==> src/rtl/ghost_mode_scheduler_if.sv <==
// Mode bus between the game control and the ghost mode scheduler.
// The master drives the game-state inputs; the slave drives the ghost mode outputs.
interface ghost_mode_scheduler_if;
  logic       start;
  logic       pause;
  logic       energizer;
  logic       isScatter;
  logic       isChase;
  logic       isFrightened;
  logic       fright_warn;
  logic       reverse;
  logic [2:0] phase;

  modport master (
    output start, pause, energizer,
    input  isScatter, isChase, isFrightened, fright_warn, reverse, phase
  );

  modport slave (
    input  start, pause, energizer,
    output isScatter, isChase, isFrightened, fright_warn, reverse, phase
  );
endinterface

==> src/rtl/ghost_mode_scheduler.sv <==
// Global scatter/chase schedule with frightened overlay, shared by all ghosts.
// Outputs are registered and change one cycle after the causing tick or pulse.
module ghost_mode_scheduler #(
  parameter int TICK_DIV   = 25_000_000,
  parameter int SCAT_SEC0  = 7,
  parameter int SCAT_SEC1  = 7,
  parameter int SCAT_SEC2  = 5,
  parameter int SCAT_SEC3  = 5,
  parameter int CHASE_SEC  = 20,
  parameter int FRIGHT_SEC = 6,
  parameter int WARN_SEC   = 2
) (
  input  logic                    clk,
  input  logic                    reset,
  ghost_mode_scheduler_if.slave   bus
);

  // state   | meaning
  // IDLE    | game not running, all modes off
  // SCATTER | even schedule phase, ghosts head to corners
  // CHASE   | odd schedule phase, ghosts pursue Pac-Man
  // FRIGHT  | energizer overlay, schedule frozen
  typedef enum logic [1:0] {IDLE, SCATTER, CHASE, FRIGHT} state_t;

  localparam int CNT_W = (TICK_DIV > 1) ? $clog2(TICK_DIV) : 1;
  localparam logic [CNT_W-1:0] CNT_LAST   = CNT_W'(TICK_DIV - 1);
  localparam logic [7:0]       FRIGHT_LAST = 8'(FRIGHT_SEC - 1);
  localparam logic [7:0]       WARN_TH     = 8'(FRIGHT_SEC - WARN_SEC);

  // {isScatter, isChase, isFrightened}
  localparam logic [2:0] M_OFF    = 3'b000;
  localparam logic [2:0] M_SCAT   = 3'b100;
  localparam logic [2:0] M_CHASE  = 3'b010;
  localparam logic [2:0] M_FRIGHT = 3'b001;

  state_t           state;
  logic             saved_chase;
  logic [CNT_W-1:0] sec_cnt;
  logic [7:0]       phase_sec;
  logic [7:0]       fright_sec;
  logic             sec_tick;

  assign sec_tick = (sec_cnt == CNT_LAST);

  function automatic logic [7:0] dur(input logic [2:0] p);
    case (p)
      3'd0:    dur = 8'(SCAT_SEC0);
      3'd2:    dur = 8'(SCAT_SEC1);
      3'd4:    dur = 8'(SCAT_SEC2);
      3'd6:    dur = 8'(SCAT_SEC3);
      default: dur = 8'(CHASE_SEC);
    endcase
  endfunction

  always_ff @(posedge clk or posedge reset) begin
    if (reset) begin
      state           <= IDLE;
      saved_chase     <= 1'b0;
      sec_cnt         <= '0;
      phase_sec       <= '0;
      fright_sec      <= '0;
      bus.phase       <= '0;
      bus.reverse     <= 1'b0;
      bus.fright_warn <= 1'b0;
      {bus.isScatter, bus.isChase, bus.isFrightened} <= M_OFF;
    end else if (!bus.start) begin
      state           <= IDLE;
      saved_chase     <= 1'b0;
      sec_cnt         <= '0;
      phase_sec       <= '0;
      fright_sec      <= '0;
      bus.phase       <= '0;
      bus.reverse     <= 1'b0;
      bus.fright_warn <= 1'b0;
      {bus.isScatter, bus.isChase, bus.isFrightened} <= M_OFF;
    end else if (bus.pause) begin
      // Everything holds except the reverse pulse, which must not outlive its cycle.
      bus.reverse <= 1'b0;
    end else begin
      bus.reverse <= 1'b0;
      sec_cnt     <= sec_tick ? '0 : sec_cnt + 1'b1;
      case (state)
        IDLE: begin
          state      <= SCATTER;
          sec_cnt    <= '0;
          phase_sec  <= '0;
          fright_sec <= '0;
          bus.phase  <= '0;
          {bus.isScatter, bus.isChase, bus.isFrightened} <= M_SCAT;
        end
        SCATTER, CHASE: begin
          if (bus.energizer) begin
            saved_chase     <= (state == CHASE);
            state           <= FRIGHT;
            fright_sec      <= '0;
            sec_cnt         <= '0;
            bus.reverse     <= 1'b1;
            bus.fright_warn <= 1'b0;
            {bus.isScatter, bus.isChase, bus.isFrightened} <= M_FRIGHT;
          end else if (sec_tick && bus.phase != 3'd7) begin
            if (phase_sec == dur(bus.phase) - 8'd1) begin
              phase_sec   <= '0;
              bus.phase   <= bus.phase + 3'd1;
              bus.reverse <= 1'b1;
              if (state == SCATTER) begin
                state <= CHASE;
                {bus.isScatter, bus.isChase, bus.isFrightened} <= M_CHASE;
              end else begin
                state <= SCATTER;
                {bus.isScatter, bus.isChase, bus.isFrightened} <= M_SCAT;
              end
            end else begin
              phase_sec <= phase_sec + 8'd1;
            end
          end
        end
        FRIGHT: begin
          if (bus.energizer) begin
            fright_sec      <= '0;
            sec_cnt         <= '0;
            bus.reverse     <= 1'b1;
            bus.fright_warn <= 1'b0;
          end else if (sec_tick) begin
            if (fright_sec == FRIGHT_LAST) begin
              fright_sec      <= '0;
              bus.fright_warn <= 1'b0;
              if (saved_chase) begin
                state <= CHASE;
                {bus.isScatter, bus.isChase, bus.isFrightened} <= M_CHASE;
              end else begin
                state <= SCATTER;
                {bus.isScatter, bus.isChase, bus.isFrightened} <= M_SCAT;
              end
            end else begin
              fright_sec      <= fright_sec + 8'd1;
              bus.fright_warn <= (fright_sec + 8'd1 >= WARN_TH);
            end
          end
        end
        default: state <= IDLE;
      endcase
    end
  end

endmodule
==> src/flat_wrapper.sv <==
// flat-port wrapper written by rule: the top's interface ports become plain ports
module ghost_mode_scheduler_flat 
#(
  parameter int TICK_DIV   = 25_000_000,
  parameter int SCAT_SEC0  = 7,
  parameter int SCAT_SEC1  = 7,
  parameter int SCAT_SEC2  = 5,
  parameter int SCAT_SEC3  = 5,
  parameter int CHASE_SEC  = 20,
  parameter int FRIGHT_SEC = 6,
  parameter int WARN_SEC   = 2
)
  (clk, reset, bus_start, bus_pause, bus_energizer, bus_isScatter, bus_isChase, bus_isFrightened, bus_fright_warn, bus_reverse, bus_phase);
  ghost_mode_scheduler_if bus_i ();
  input  logic clk;
  input  logic reset;
  input wire logic [$bits(bus_i.start)-1:0] bus_start;
  input wire logic [$bits(bus_i.pause)-1:0] bus_pause;
  input wire logic [$bits(bus_i.energizer)-1:0] bus_energizer;
  output wire logic [$bits(bus_i.isScatter)-1:0] bus_isScatter;
  output wire logic [$bits(bus_i.isChase)-1:0] bus_isChase;
  output wire logic [$bits(bus_i.isFrightened)-1:0] bus_isFrightened;
  output wire logic [$bits(bus_i.fright_warn)-1:0] bus_fright_warn;
  output wire logic [$bits(bus_i.reverse)-1:0] bus_reverse;
  output wire logic [$bits(bus_i.phase)-1:0] bus_phase;
  assign bus_i.start = bus_start;
  assign bus_i.pause = bus_pause;
  assign bus_i.energizer = bus_energizer;
  assign bus_isScatter = bus_i.isScatter;
  assign bus_isChase = bus_i.isChase;
  assign bus_isFrightened = bus_i.isFrightened;
  assign bus_fright_warn = bus_i.fright_warn;
  assign bus_reverse = bus_i.reverse;
  assign bus_phase = bus_i.phase;
  ghost_mode_scheduler #(.TICK_DIV(TICK_DIV), .SCAT_SEC0(SCAT_SEC0), .SCAT_SEC1(SCAT_SEC1), .SCAT_SEC2(SCAT_SEC2), .SCAT_SEC3(SCAT_SEC3), .CHASE_SEC(CHASE_SEC), .FRIGHT_SEC(FRIGHT_SEC), .WARN_SEC(WARN_SEC)) u_core (.clk(clk), .reset(reset), .bus(bus_i));
endmodule
==> config.mk <==
export PLATFORM = sky130hd
export DESIGN_NAME = ghost_mode_scheduler_flat
export DESIGN_NICKNAME = d
export VERILOG_FILES = /design/src/rtl/ghost_mode_scheduler_if.sv /design/src/rtl/ghost_mode_scheduler.sv /design/src/flat_wrapper.sv
export SDC_FILE = /design/constraint.sdc
export NUM_CORES = 1
export LEC_CHECK = 0
export BUFFER_PORTS_ARGS = -buffer_cell sky130_fd_sc_hd__buf_2
export CAP_MARGIN = 5
export CORE_MARGIN = 2
export CORE_UTILIZATION = 40
export CTS_BUF_LIST = sky130_fd_sc_hd__clkbuf_8
export CTS_CLUSTER_DIAMETER = 120
export DETAILED_ROUTE_END_ITERATION = 8
export PLACE_DENSITY_LB_ADDON = 0.1
export SYNTH_ARGS = -nofsm -noshare
export SYNTH_HDL_FRONTEND = slang
export SYNTH_SLANG_ARGS = --single-unit
==> constraint.sdc <==
create_clock -name clk -period 7.1 [get_ports clk]
set_input_delay 1.775 -clock clk [delete_from_list [all_inputs] [get_ports clk]]
set_output_delay 1.775 -clock clk [all_outputs]
set_load 0.05 [all_outputs]
---- Yosys cells after proc, flatten, opt, wreduce, memory -nomap -nowiden ----
Cells that the tools add are included.
operators by class
  $add $sub $neg .......................... 5
  $lt $le $gt $ge ......................... 1
  equality and inequality tests ........... 25
  mux-type cells .......................... 90
  reductions and logical operators ........ 13
operators with widths
  operator                                                number
  two-way mux 8 bit                                       16
  two-way mux 25 bit                                      4
  case mux 25 bit (2 select lines)                        1
  two-way mux 1 bit                                       44
  adder 25 x 1 -> 25 bit (second input constant)          1
  == test 25 bit (second input constant)                  1
  case mux 8 bit (3 select lines)                         1
  two-way mux 2 bit                                       10
  adder 8 x 1 -> 8 bit (second input constant)            2
  case mux 8 bit (2 select lines)                         1
  two-way mux 3 bit                                       5
  inequality test 3 x 2 -> 1 bit (second input constant)  4
  inequality test 3 bit (second input constant)           4
  inequality test 4 x 3 -> 1 bit (second input constant)  3
  case mux 5 bit (2 select lines)                         1
  case mux 1 bit (3 select lines)                         3
  == test 8 x 3 -> 1 bit (second input constant)          1
  == test 8 bit                                           1
  >= comparator 8 x 3 -> 1 bit (second input constant)    1
  AND reduction 4 bit                                     2
  subtractor 8 x 1 -> 8 bit (second input constant)       1
  == test 3 bit (second input constant)                   2
  inequality test 3 x 1 -> 1 bit (second input constant)  2
  case mux 2 bit (3 select lines)                         1
  16 further kinds                                        22
word-level totals
  flip-flop bits (word level) ............. 52
  input bits .............................. 5
  output and inout port bits .............. 8
  word-level logic and storage cells ...... 145

---- Depth between registers and ports, before layout ----
Gate-level depths: netlist (run 1).
  depth after elaboration ................. 16
  depth in mapped cells ................... 10
  mapped depth without buffers ............ 8

---- Worst setup path after synthesis (run 1) ----
Ideal clock, no wire load.
  kind .................................... input port to flip-flop
  start point ............................. in bus_pause
  end point ............................... reg u_core.bus.isChase
  setup time .............................. 125 ps
  arrival time ............................ 3127 ps
  data required time ...................... 6975 ps
  setup slack ............................. 3849 ps
  stages .................................. 6
  buffers on the path ..................... 2
  cells stage by stage .................... clkbuf_1 -> and2_2 -> clkbuf_1 -> nor4_1 -> o22ai_1 -> mux2_2
on the way
  word-level cells in the longest chain between the ends .. 2
RTL lines
  element                                 RTL line                       source
  start: declaration                      flat_wrapper.sv:18             input wire logic [$bits(bus_i.pause)-1:0] bus_pause;
  inequality test 2 bit (no source line)  -
  AND reduction 6 bit (no source line)    -
  end signal: assignment                  ghost_mode_scheduler.sv:65     {bus.isScatter, bus.isChase, bus.isFrightened} <= M_OFF;
  end signal: assignment                  ghost_mode_scheduler.sv:75     {bus.isScatter, bus.isChase, bus.isFrightened} <= M_OFF;
  end signal: assignment                  ghost_mode_scheduler.sv:89     {bus.isScatter, bus.isChase, bus.isFrightened} <= M_SCAT;
  end: declaration                        ghost_mode_scheduler_if.sv:21  output isScatter, isChase, isFrightened, fright_warn, reverse, phase
No other way between the ends.
A chain may end at the register's enable or synchronous reset.

---- Worst setup path in the final report (run 1) ----
  start point ............................. in bus_start
  end point ............................... reg u_core.sec_cnt[22]
on the way
  word-level cells in the longest chain between the ends .. 1
  elaborated cells between the ends (all ways) .. 2
  classes of those cells .................. eq/ne: 1; mux: 1
RTL lines
  element                                                                              RTL line                    source
  start: declaration                                                                   flat_wrapper.sv:17          input wire logic [$bits(bus_i.start)-1:0] bus_start;
  inequality test 2 bit (no source line) / two-way mux 25 bit (equally long branches)  -
  end signal: assignment                                                               ghost_mode_scheduler.sv:81  sec_cnt <= sec_tick ? '0 : sec_cnt + 1'b1;
  end: declaration                                                                     ghost_mode_scheduler.sv:38  logic [CNT_W-1:0] sec_cnt;
Several ways; a longest one is shown, not always the timed one.

==> summary.md, run 1 <==
| Metric | Value |
|---|---|
| DRT iter0 DRCs | between 90 and 100 |
| Area grow syn2layout | 7.96% |
| CTS buffer count | 5 |
| Worst setup margin | 3610 ps |
| Area share of the largest cell type after synthesis | 42.0% |
| Fin cells | roughly 450 |
| Data required, critical path | 7340 ps |
| Worst slew margin | between 20 and 30% |
| Fill cells | 772 |
| Largest cells by area after synthesis | dfrtp_1 (42%), ha_1 (4.8%), nor2_1 (4.1%) |
| Post-route ant nets | 0 |
| CP Capture Type | flop |
| Num rows | 32 |
| DP Area | around 3200 sq um |
| Clock latency on the worst-skew pair | 310 ps |
| MaxCap Viol Count | 0 |
| Post-Syn Area | 3100 sq um |
| Total grt overflow | 0 |
| Power per Cell Area | approximately 210 nW/um^2 |
| Core Area | ~7600 sq um |
| RePlAce Congestion | between 0.7 and 0.8 |
| Final hold vios | 0 |
| Flops & latches, synth | between 50 and 60 |
| Hold Slack | 473 ps |
| Setup_tns | 0 ps |
| Die area | between 8000 and 9000 sq um |
| Number of placed I/O pins | 13 |
| DP HPWL | 4600 microns |
| Max VDD drop | 76.6 uV |
| CP max FO | 17 |
| Outcome | finished, final reports clean |
| Period minus WS final | between 3000 and 4000 ps |
| Clock transition at the registers of the reported paths | 100 ps |
| Worst Setup Start Kind | input pin |
| CTS Sinks | 52 |
| Area leader, netlist | dfrtp_1 |
| Leakage | 1.47 nW |
| Pin count of the biggest net entering global routing | 32 |
| Layout Nets | roughly 360 |
| Core Util, Final | between 40% and 50% |
| Hold WC Path Type | reg2reg |
| Mapped Cells | ~340 |
| Crit path DAT | about 3700 ps |
| Synthesis warning total | 0 |
| TritonCTS clock tree | yes |
| Number of flops mapped to enable cells by yosys | 0 |
| Pins Over Slew Limit | 0 |
| Vias | between 2000 and 2500 |
| Root buffer cell | clkbuf_8 |
| Final-report setup violation count | 0 |
| Share of cells above drive strength 1 | 12.4% |
| Post-synth ARST share | 100% |
| Vias in the first global route | about 2400 |
| Residual DRC count | 0 |
| Syn Area/Cell | about 9.2 sq um |
| N_diodes | 0 |
| Post-CTS Setup Inserts | 0 |
| RSZ-0062 raised after global routing | false |
| Sequential-to-total area share from yosys stat | 42.0% |
| # port buffers | 12 |
| Antenna violations before repair | 0 |
| Chip Width | ~90 microns |
| Synth Flop Type | dfrtp_1 |
| Drt wl/cell | between 10 and 15 microns |
| Global-route wire length before repair | 11300 microns |
| Post-place setup slack | 3320 ps |
| Least-Margin Pin Slew | ~1100 ps |
| Cts repair resizes | 0 |
| DRT Wirelength | 6590 microns |
| Final Cycle Share | between 40% and 50% |
| Clock Skews | about 9 ps |
| Worst Setup Path Type | in2reg |
| H-tree levels | 2 |
| Placed insts | between 400 and 500 |
| Gr usage total | between 15 and 20% |
| Via density | 5.50 |
| Power, Total | 700 uW |
| Final Cell Area | 3340 sq um |
| Starting Density | 40.7% |
| Router iterations before antenna repair | 4 |
| Hold_buf cts | 0 |
| Fmax | ~290 MHz |
| Clock buffer depth | 2 |
| Die Ht | about 92 microns |
| Mapped Nets | about 350 |
| Library cells used by synthesis | 52 |
==> cells in the mapped netlist, types with 9 or more instances <==
library cell / count
dfrtp_1: 52
nor2_1: 34
a31oi_1: 15
inv_1: 12
nand3_1: 17
nand2b_1: 9
a21oi_1: 15
ha_1: 12
nand2_1: 32
xor2_1: 11
and3_1: 9
o21ai_0: 19
==> layer usage <==
layer | share of wire, % | track usage (%)
met5 | 0 | 0
met4 | 1.2 | 4.23
met3 | 2.8 | 3.29
met2 | 46 | 26.3
met1 | 50 | 23.1
==> area by class of cell <==
type,instances,area (sq um),area share [%]
timing repair buffer,14,75.1,2.25
sequential,52,1300,38.9
tap,102,128,3.82
inverter,12,45.0,1.35
clock buffer,5,68.8,2.06
clock inverter,3,38.8,1.16
multi-input combinational,261,1690,50.4
==> path summary, 6_finish.rpt <==
check	from	end	slack [ps]	depth (start not counted)
worst max-delay path	bus_start	u_core.sec_cnt[22]	3610	7
max in group asynchronous	reset	u_core.saved_chase	4850	3
worst min-delay path	u_core.phase_sec[7]	u_core.phase_sec[7]	470	1
min in group asynchronous	reset	u_core.sec_cnt[17]	1470	2
worst max register to register	u_core.sec_cnt[6]	u_core.sec_cnt[9]	4440	5
worst min register to register	u_core.phase_sec[7]	u_core.phase_sec[7]	470	1
==> layout by cell type, fill, tap and decap left out, types with 9 or more instances in the layout <==
| cell type | synthesis | routed |
|---|---|---|
| a21oi_1 | 15 | 15 |
| xor2_1 | 11 | 11 |
| a31oi_1 | 15 | 15 |
| and3_1 | 9 | 9 |
| nand3_1 | 17 | 17 |
| o21ai_0 | 19 | 19 |
| dfrtp_1 | 52 | 52 |
| nor2_1 | 34 | 34 |
| nand2b_1 | 9 | 9 |
| buf_2 | 3 | 12 |
| nand2_1 | 32 | 32 |
| ha_1 | 12 | 12 |
| inv_1 | 12 | 12 |
==> critical path, cell delays in order <==
cell      delay (ps)
buf_2            190
nand2b_1         130
nand2b_1         160
a21oi_1          160
nor2b_1          880
o21ai_0          210
a31oi_1          210
==> cells by family (layout without fill, tap and decap cells) <==
kind of cell    after synthesis  after routing  synth area share [%]
simple gates                148            148                  25.5
mux                          12             12                  4.16
xor+xnor                     17             17                  4.81
buf+inv                      23             34                  3.52
compound gates               72             72                  15.2
fa+ha+maj                    12             12                  4.85
flops                        52             52                  42.0
==> state kept, by name, indices dropped and copies added, names as in the netlist, 2 cells and up <==
signal             count
u_core.sec_cnt        25
u_core.phase_sec       8
u_core.state           2
u_core.fright_sec      8
u_core.bus.phase       3
==> where the power goes <==
part | total, mW | internal (mW) | switching (mW) | leakage [nW]
registers | 0.323 | 0.310 | 0.0130 | 0.721
logic | 0.171 | 0.0568 | 0.114 | 0.690
clock network | 0.207 | 0.103 | 0.103 | 0.0593
total | 0.700 | 0.470 | 0.230 | 1.47
(Power assumes the default switching activity.)
==> inputs of run 2 (changes only) <==
==> constraint.sdc (replaced) <==
create_clock -name clk -period 3.5 [get_ports clk]
set_input_delay 0.875 -clock clk [delete_from_list [all_inputs] [get_ports clk]]
set_output_delay 0.875 -clock clk [all_outputs]
set_load 0.05 [all_outputs]
==> run 2 against run 1 <==
Clock power rose by 73%; count of clock-buffer cells in the layout increased by 1; clock skew decreased by 0.87 ps; routed wire length fell by 0.23%; combinational power up 110%; final area grew 0.26%; largest cell class unchanged; sequential power is 100% higher.
==> summary.md, run 2 (synthesis results as in run 1) <==
| Metric | Value |
|---|---|
| Outcome | finished, final reports clean |
| Layout Nets | between 300 and 400 |
| MaxCap Viol Count | 0 |
| Area grow syn2layout | 8.24% |
| RSZ-0062 raised after global routing | false |
| Fmax | a little under 400 MHz |
| Max reg flops | 25 |
| DP HPWL | about 4800 microns |
| Period minus WS final | about 2500 ps |
| CP startpoint | u_core.bus.phase[0] |
| # port buffers | 12 |
| Power per Cell Area | between 400 and 500 nW/um^2 |
| Leakage | about 1.5 nW |
| Root buffer cell | clkbuf_8 |
| Post-CTS Setup Inserts | 0 |
| R2R depth | 8 |
| Core Area | 7610 sq um |
| Crit path DAT | about 2700 ps |
| Final Cell Area | 3350 sq um |
| Number of placed I/O pins | 13 |
| Clock transition at the registers of the reported paths | approximately 90 ps |
| Pin count of the biggest net entering global routing | 34 |
| Max VDD drop | between 150 and 200 uV |
| Router iterations before antenna repair | 4 |
| Num rows | 32 |
| Worst slew margin | 61.7% |
| DRT Wirelength | 6570 microns |
| Hold Slack | between 400 and 500 ps |
| R2R Setup Slk | ~960 ps |
| DP Area | about 3300 sq um |
| N_diodes | 0 |
| Cts repair resizes | 0 |
| TritonCTS clock tree | yes |
| Worst R2R Start | u_core.bus.phase[0] |
| CP max FO | 6 |
| Vias in the first global route | 2464 |
| H-tree levels | 2 |
| Final hold vios | 0 |
| Biggest regs | u_core.sec_cnt: 25 flops, u_core.fright_sec: 8 flops, u_core.phase_sec: 8 flops |
| Die area | 8460 sq um |
| Most common cell after layout, fill and taps aside | dfrtp_1 |
| Global-route wire length before repair | around 12000 microns |
| Most frequent cells in the layout | dfrtp_1 (52), nor2_1 (34), nand2_1 (32) |
| Least-Margin Pin Slew | approximately 570 ps |
| Hold_sp | u_core.bus.isFrightened |
| CP Capture Type | flop |
| Gr usage total | 17.3% |
| Starting Density | around two fifths |
| Worst Setup Start Kind | flop |
| R2R Path End | u_core.bus.isScatter |
| Clock buffer depth | 2 |
| Residual DRC count | 0 |
| Final Cycle Share | just over 70% |
| Hold Path End | u_core.bus.isFrightened |
| Hold depth | 1 |
| Chip Width | a little over 90 microns |
| Setup_tns | 0 ps |
| Hold WC Path Type | reg2reg |
| Fill cells | 774 |
| Die Ht | roughly 90 microns |
| Data required, critical path | approximately 3700 ps |
| Antenna violations before repair | 0 |
| Pins Over Slew Limit | 0 |
| DRT iter0 DRCs | about 140 |
| Via density | around 5.5 |
| Share of cells above drive strength 1 | around an eighth |
| Worst Setup Path Type | reg2reg |
| Hold_buf cts | 0 |
| CTS Sinks | 52 |
| Most flops, register | u_core.sec_cnt |
| Vias | between 2000 and 2500 |
| Post-route ant nets | 0 |
| Total grt overflow | 0 |
| CTS buffer count | 5 |
| Clock Skews | between 8 and 9 ps |
| RePlAce Congestion | 0.801 |
| Final-report setup violation count | 0 |
| Drt wl/cell | 14.5 microns |
| Clock latency on the worst-skew pair | ~310 ps |
[run 2: how the worst max path moves through the flow]
| stage | cells past startpoint | to | slack, ps |
|---|---|---|---|
| 2_1_floorplan | 8 | u_core.bus.isChase | 830 |
| 3_3_place_gp | 8 | u_core.state[1] | 970 |
| 3_5_place_dp | 7 | u_core.phase_sec[7] | 900 |
| 4_1_cts | 8 | u_core.bus.isScatter | 910 |
| 5_1_grt | 8 | u_core.bus.isChase | 770 |
| 6_report | 8 | u_core.bus.isScatter | 960 |
[run 2: through the flow]
stage | util (%) | power [mW] | std cells | worst slack (ps)
5_1_grt | 44.1 | 1.47 | 452 | 773
4_1_cts | 44.1 | 1.40 | 452 | 913
6_report | 44.1 | 1.38 | 452 | 959
3_3_place_gp | 42.8 | 1.02 | 444 | 968
3_5_place_dp | 42.8 | 1.03 | 444 | 900
2_1_floorplan | - | 0.941 | 336 | 830
[run 2: layer usage]
metal,up-vias,GRT usage (%),routed length [microns]
met5,-,0,0
met4,0,4.10,59
met3,5,2.71,128
met2,17,28.7,3090
met1,1206,23.8,3290
li1,1236,-,-
[run 2: critical path, stage by stage (launching register included)]
cell and delay (ps):
dfrtp_1 430, inv_1 90, ha_1 190, or2_2 310, mux2i_1 120, a32o_1 220
and4bb_2 250, o22ai_1 420, mux2_2 390
[run 2: power by group]
group | internal [mW] | total [mW] | switching, mW
sequential | 0.629 | 0.657 | 0.0285
clock | 0.158 | 0.359 | 0.201
combinational | 0.124 | 0.359 | 0.235
total | 0.911 | 1.38 | 0.464
[run 2: final cells by class]
cell class / instances / area [sq um] / share of cell area [%]
inverters: 12 / 45.0 / 1.34
multi-input cells: 261 / 1690 / 50.3
well taps: 102 / 128 / 3.81
clock buffers: 6 / 82.6 / 2.46
clock inverters: 2 / 11.3 / 0.336
repair buffers: 17 / 97.6 / 2.91
flip-flops and latches: 52 / 1300 / 38.8
==> inputs of run 3 (changes only) <==
--- a/config.mk
+++ b/config.mk
@@ -5,6 +5,7 @@
 export SDC_FILE = /design/constraint.sdc
 export NUM_CORES = 1
 export LEC_CHECK = 0
+export ABC_AREA = 1
 export BUFFER_PORTS_ARGS = -buffer_cell sky130_fd_sc_hd__buf_2
 export CAP_MARGIN = 5
 export CORE_MARGIN = 2
==> constraint.sdc (replaced) <==
create_clock -name clk -period 2.25 [get_ports clk]
set_input_delay 0.5625 -clock clk [delete_from_list [all_inputs] [get_ports clk]]
set_output_delay 0.5625 -clock clk [all_outputs]
set_load 0.05 [all_outputs]
==> run 3 against run 2 <==
Power increased by 72%; largest cell class unchanged; utilization down 0.21 points; sequential power rose by 61%; critical path type unchanged; critical endpoint is now u_core.fright_sec[2]; sequential share of layout area fell by 4.5 points; critical path depth did not move; first-iteration DRC count is 29% lower; final cell count grew 39%; hold slack got worse by 250 ps; combinational power is 120% higher; non-clock buffer count is the same; synthesized cell count increased by 50%; setup slack got worse by 680 ps.
==> summary.md, run 3 <==
| Metric | Value |
|---|---|
| Starting Density | approximately two fifths |
| Area leader, netlist | dfrtp_1 |
| R2R Path End | u_core.fright_sec[2] |
| Worst Setup Path Type | reg2reg |
| CP max FO | 11 |
| DRT iter0 DRCs | 100 |
| R2R depth | 8 |
| Worst setup margin | 276 ps |
| Hold WC Path Type | in2async |
| CP Capture Type | flop |
| CP startpoint | u_core.state[0] |
| Sequential-to-total area share from yosys stat | between 30% and 40% |
| Most flops, register | u_core.sec_cnt |
| Most instantiated cells after synthesis | nand2_1 (153), inv_1 (65), nor2_1 (64) |
| Max VDD drop | between 400 and 500 uV |
| Layout Nets | about 540 |
| Hold_buf cts | 0 |
| Area share of the largest cell type after synthesis | 37.1% |
| Crit-path cells | inv_1, ha_1, nand2_1, nor2_1, nor2_1, nand2_1, nand2_1, o21ai_2 |
| CTS buffer count | 5 |
| Clock share of power | 22.3% |
| Power, Total | ~2.4 mW |
| Synthesis warning total | 0 |
| Data required, critical path | between 2000 and 2500 ps |
| Post-Syn Area | 3510 sq um |
| Cell mode on critical path | nand2_1 |
| DRT Wirelength | about 8100 microns |
| Most frequent cells in the layout | nand2_1 (153), nor2_1 (64), inv_1 (64) |
| Placed insts | about 620 |
| Fill cells | 929 |
| Setup_tns | 0 ps |
| Crit path DAT | 2170 ps |
| Residual DRC count | 0 |
| Global-route wire length before repair | roughly 14000 microns |
| Vias in the first global route | around 3100 |
| Vias | roughly 3200 |
| R2R Setup Slk | ~280 ps |
| Post-CTS Setup Inserts | 0 |
| Largest cells by area after synthesis | dfrtp_1 (37%), nand2_1 (16%), inv_1 (6.9%) |
| CP Capture Point | u_core.fright_sec[2] |
| Flops & latches, synth | 52 |
| Post-synth ARST share | between 90% and 100% |
| Hold Slack | roughly 240 ps |
| Mapped Nets | 521 |
| Die Ht | between 90 and 100 microns |
| NetSw | 937 uW |
| Count leader, synth | nand2_1 |
| Biggest regs | u_core.sec_cnt: 25 flops, u_core.fright_sec: 8 flops, u_core.phase_sec: 8 flops |
| H-tree levels | 2 |
| Internal | ~1.4 mW |
| Sw frac | between 30 and 40% |
| Root buffer cell | clkbuf_8 |
| Syn Area/Cell | 6.97 sq um |
| Chip Width | between 90 and 100 microns |
| N_diodes | 0 |
| Final hold vios | 0 |
| Num rows | 34 |
| Clock Skews | about 11 ps |
| Worst Setup Start Kind | flop |
| Number of flops mapped to enable cells by yosys | 0 |
| Max reg flops | 25 |
| Period minus WS final | 1970 ps |
| Fin cells | 629 |
| Power per Cell Area | 623 nW/um^2 |
| Clock transition at the registers of the reported paths | approximately 100 ps |
| Library cells used by synthesis | 36 |
| Comb pwr share | 32.8% |
| TritonCTS clock tree | yes |
| Clock buffer depth | 2 |
| Final Cycle Share | 87.7% |
| CP peak stage delay | approximately 420 ps |
| Core Area | 8640 sq um |
| Drt wl/cell | around 13 microns |
| Most common cell after layout, fill and taps aside | nand2_1 |
| Leakage | roughly 1.8 nW |
| Die area | between 9000 and 10000 sq um |
| Gr usage total | approximately 18% |
| Area grow syn2layout | 7.84% |
| Synth Flop Type | dfrtp_1 |
| Number of placed I/O pins | 13 |
| CTS Sinks | 52 |
| Total grt overflow | 0 |
| Pins Over Slew Limit | 0 |
| # port buffers | 12 |
| RePlAce Congestion | between 0.8 and 0.9 |
| Fmax | roughly 510 MHz |
| Cts repair resizes | 0 |
| Outcome | finished, final reports clean |
| Post-place setup slack | between 200 and 250 ps |
| Mapped Cells | approximately 500 |
| Slowest CP cell | dfrtp_1 |
| Worst slew margin | a little over two thirds |
| MaxCap Viol Count | 0 |
| Pin count of the biggest net entering global routing | 35 |
| Worst R2R Start | u_core.state[0] |
| Sequential share of power | between 40% and 50% |
| Share of cells above drive strength 1 | about 11% |
| Final-report setup violation count | 0 |
| Post-route ant nets | 0 |
| Via density | roughly 5 |
| RSZ-0062 raised after global routing | false |
| Least-Margin Pin Slew | 449 ps |
| Antenna violations before repair | 0 |
| Router iterations before antenna repair | 4 |
| Clock latency on the worst-skew pair | between 300 and 400 ps |
| DP HPWL | 6130 microns |
## run 3: changes by cell type after synthesis, moves of 9 or more
cell      before  now
nand2_1       32  153
a31oi_1       15    0
inv_1         12   65
nand3_1       17   34
nand4_1        7   19
nor2_1        34   64
nand2b_1       9    0
## run 3: per-stage QoR
stage               utilization, %  area [sq um]
floorplan                        -          3510
global placement              42.9          3710
detailed placement            42.9          3710
CTS                           43.9          3790
global route                  43.9          3790
finish                        43.9          3790
## run 3: final cells by class
cell class                      count  area (sq um)  share of cell area, %
Tap cell                          108           135                   3.57
Clock buffer                        5          68.8                   1.82
Multi-Input combinational cell    377          1900                   50.3
Inverter                           68           255                   6.74
Timing Repair Buffer               17           110                   2.91
Clock inverter                      2          12.5                  0.330
Sequential cell                    52          1300                   34.4
## run 3: worst min-delay path by stage
| stage | to | cells past startpoint |
|---|---|---|
| after global placement | u_core.bus.isScatter | 2 |
| after global routing | u_core.state[1] | 2 |
| after detailed placement | u_core.bus.isFrightened | 2 |
| final | u_core.fright_sec[6] | 2 |
| after floorplan | u_core.sec_cnt[1] | 2 |
| after CTS | u_core.state[1] | 2 |
## run 3: kinds of logic (layout without fill, tap and decap cells)
family	Yosys count	in the layout	share of synthesized area, %
AOI/OAI and AO/OA	58	58	10.5
xor gates and xnor gates	11	11	2.74
adders and majority gates	12	12	4.27
buffers and inverters	75	92	8.73
DFF	52	52	37.1
and+or+nand+nor	296	296	36.7
## run 3: worst max-delay path, delay by kind of cell (launching register included)
kind            cells  cell delay [ps]
flops               1              420
buf+inv             1               80
compound gates      1               60
simple gates        5              930
fa+ha+maj           1              370
## run 3: power by group through the flow
stage	registers (mW)	logic (mW)	clock network (mW)
finish	1.06	0.775	0.527
global route	1.07	0.872	0.597
CTS	1.06	0.779	0.565
global placement	1.07	0.771	0
floorplan	1.15	0.543	0
detailed placement	1.08	0.777	0
## run 3: routing by layer
metal / vias up / track usage, % / part of all wire [%]
met2: 47 / 29.1 / 46
met4: 0 / 5.13 / 1.5
met5: - / 0 / 0
li1: 1637 / - / -
met3: 10 / 2.59 / 2.7
met1: 1479 / 26.0 / 50
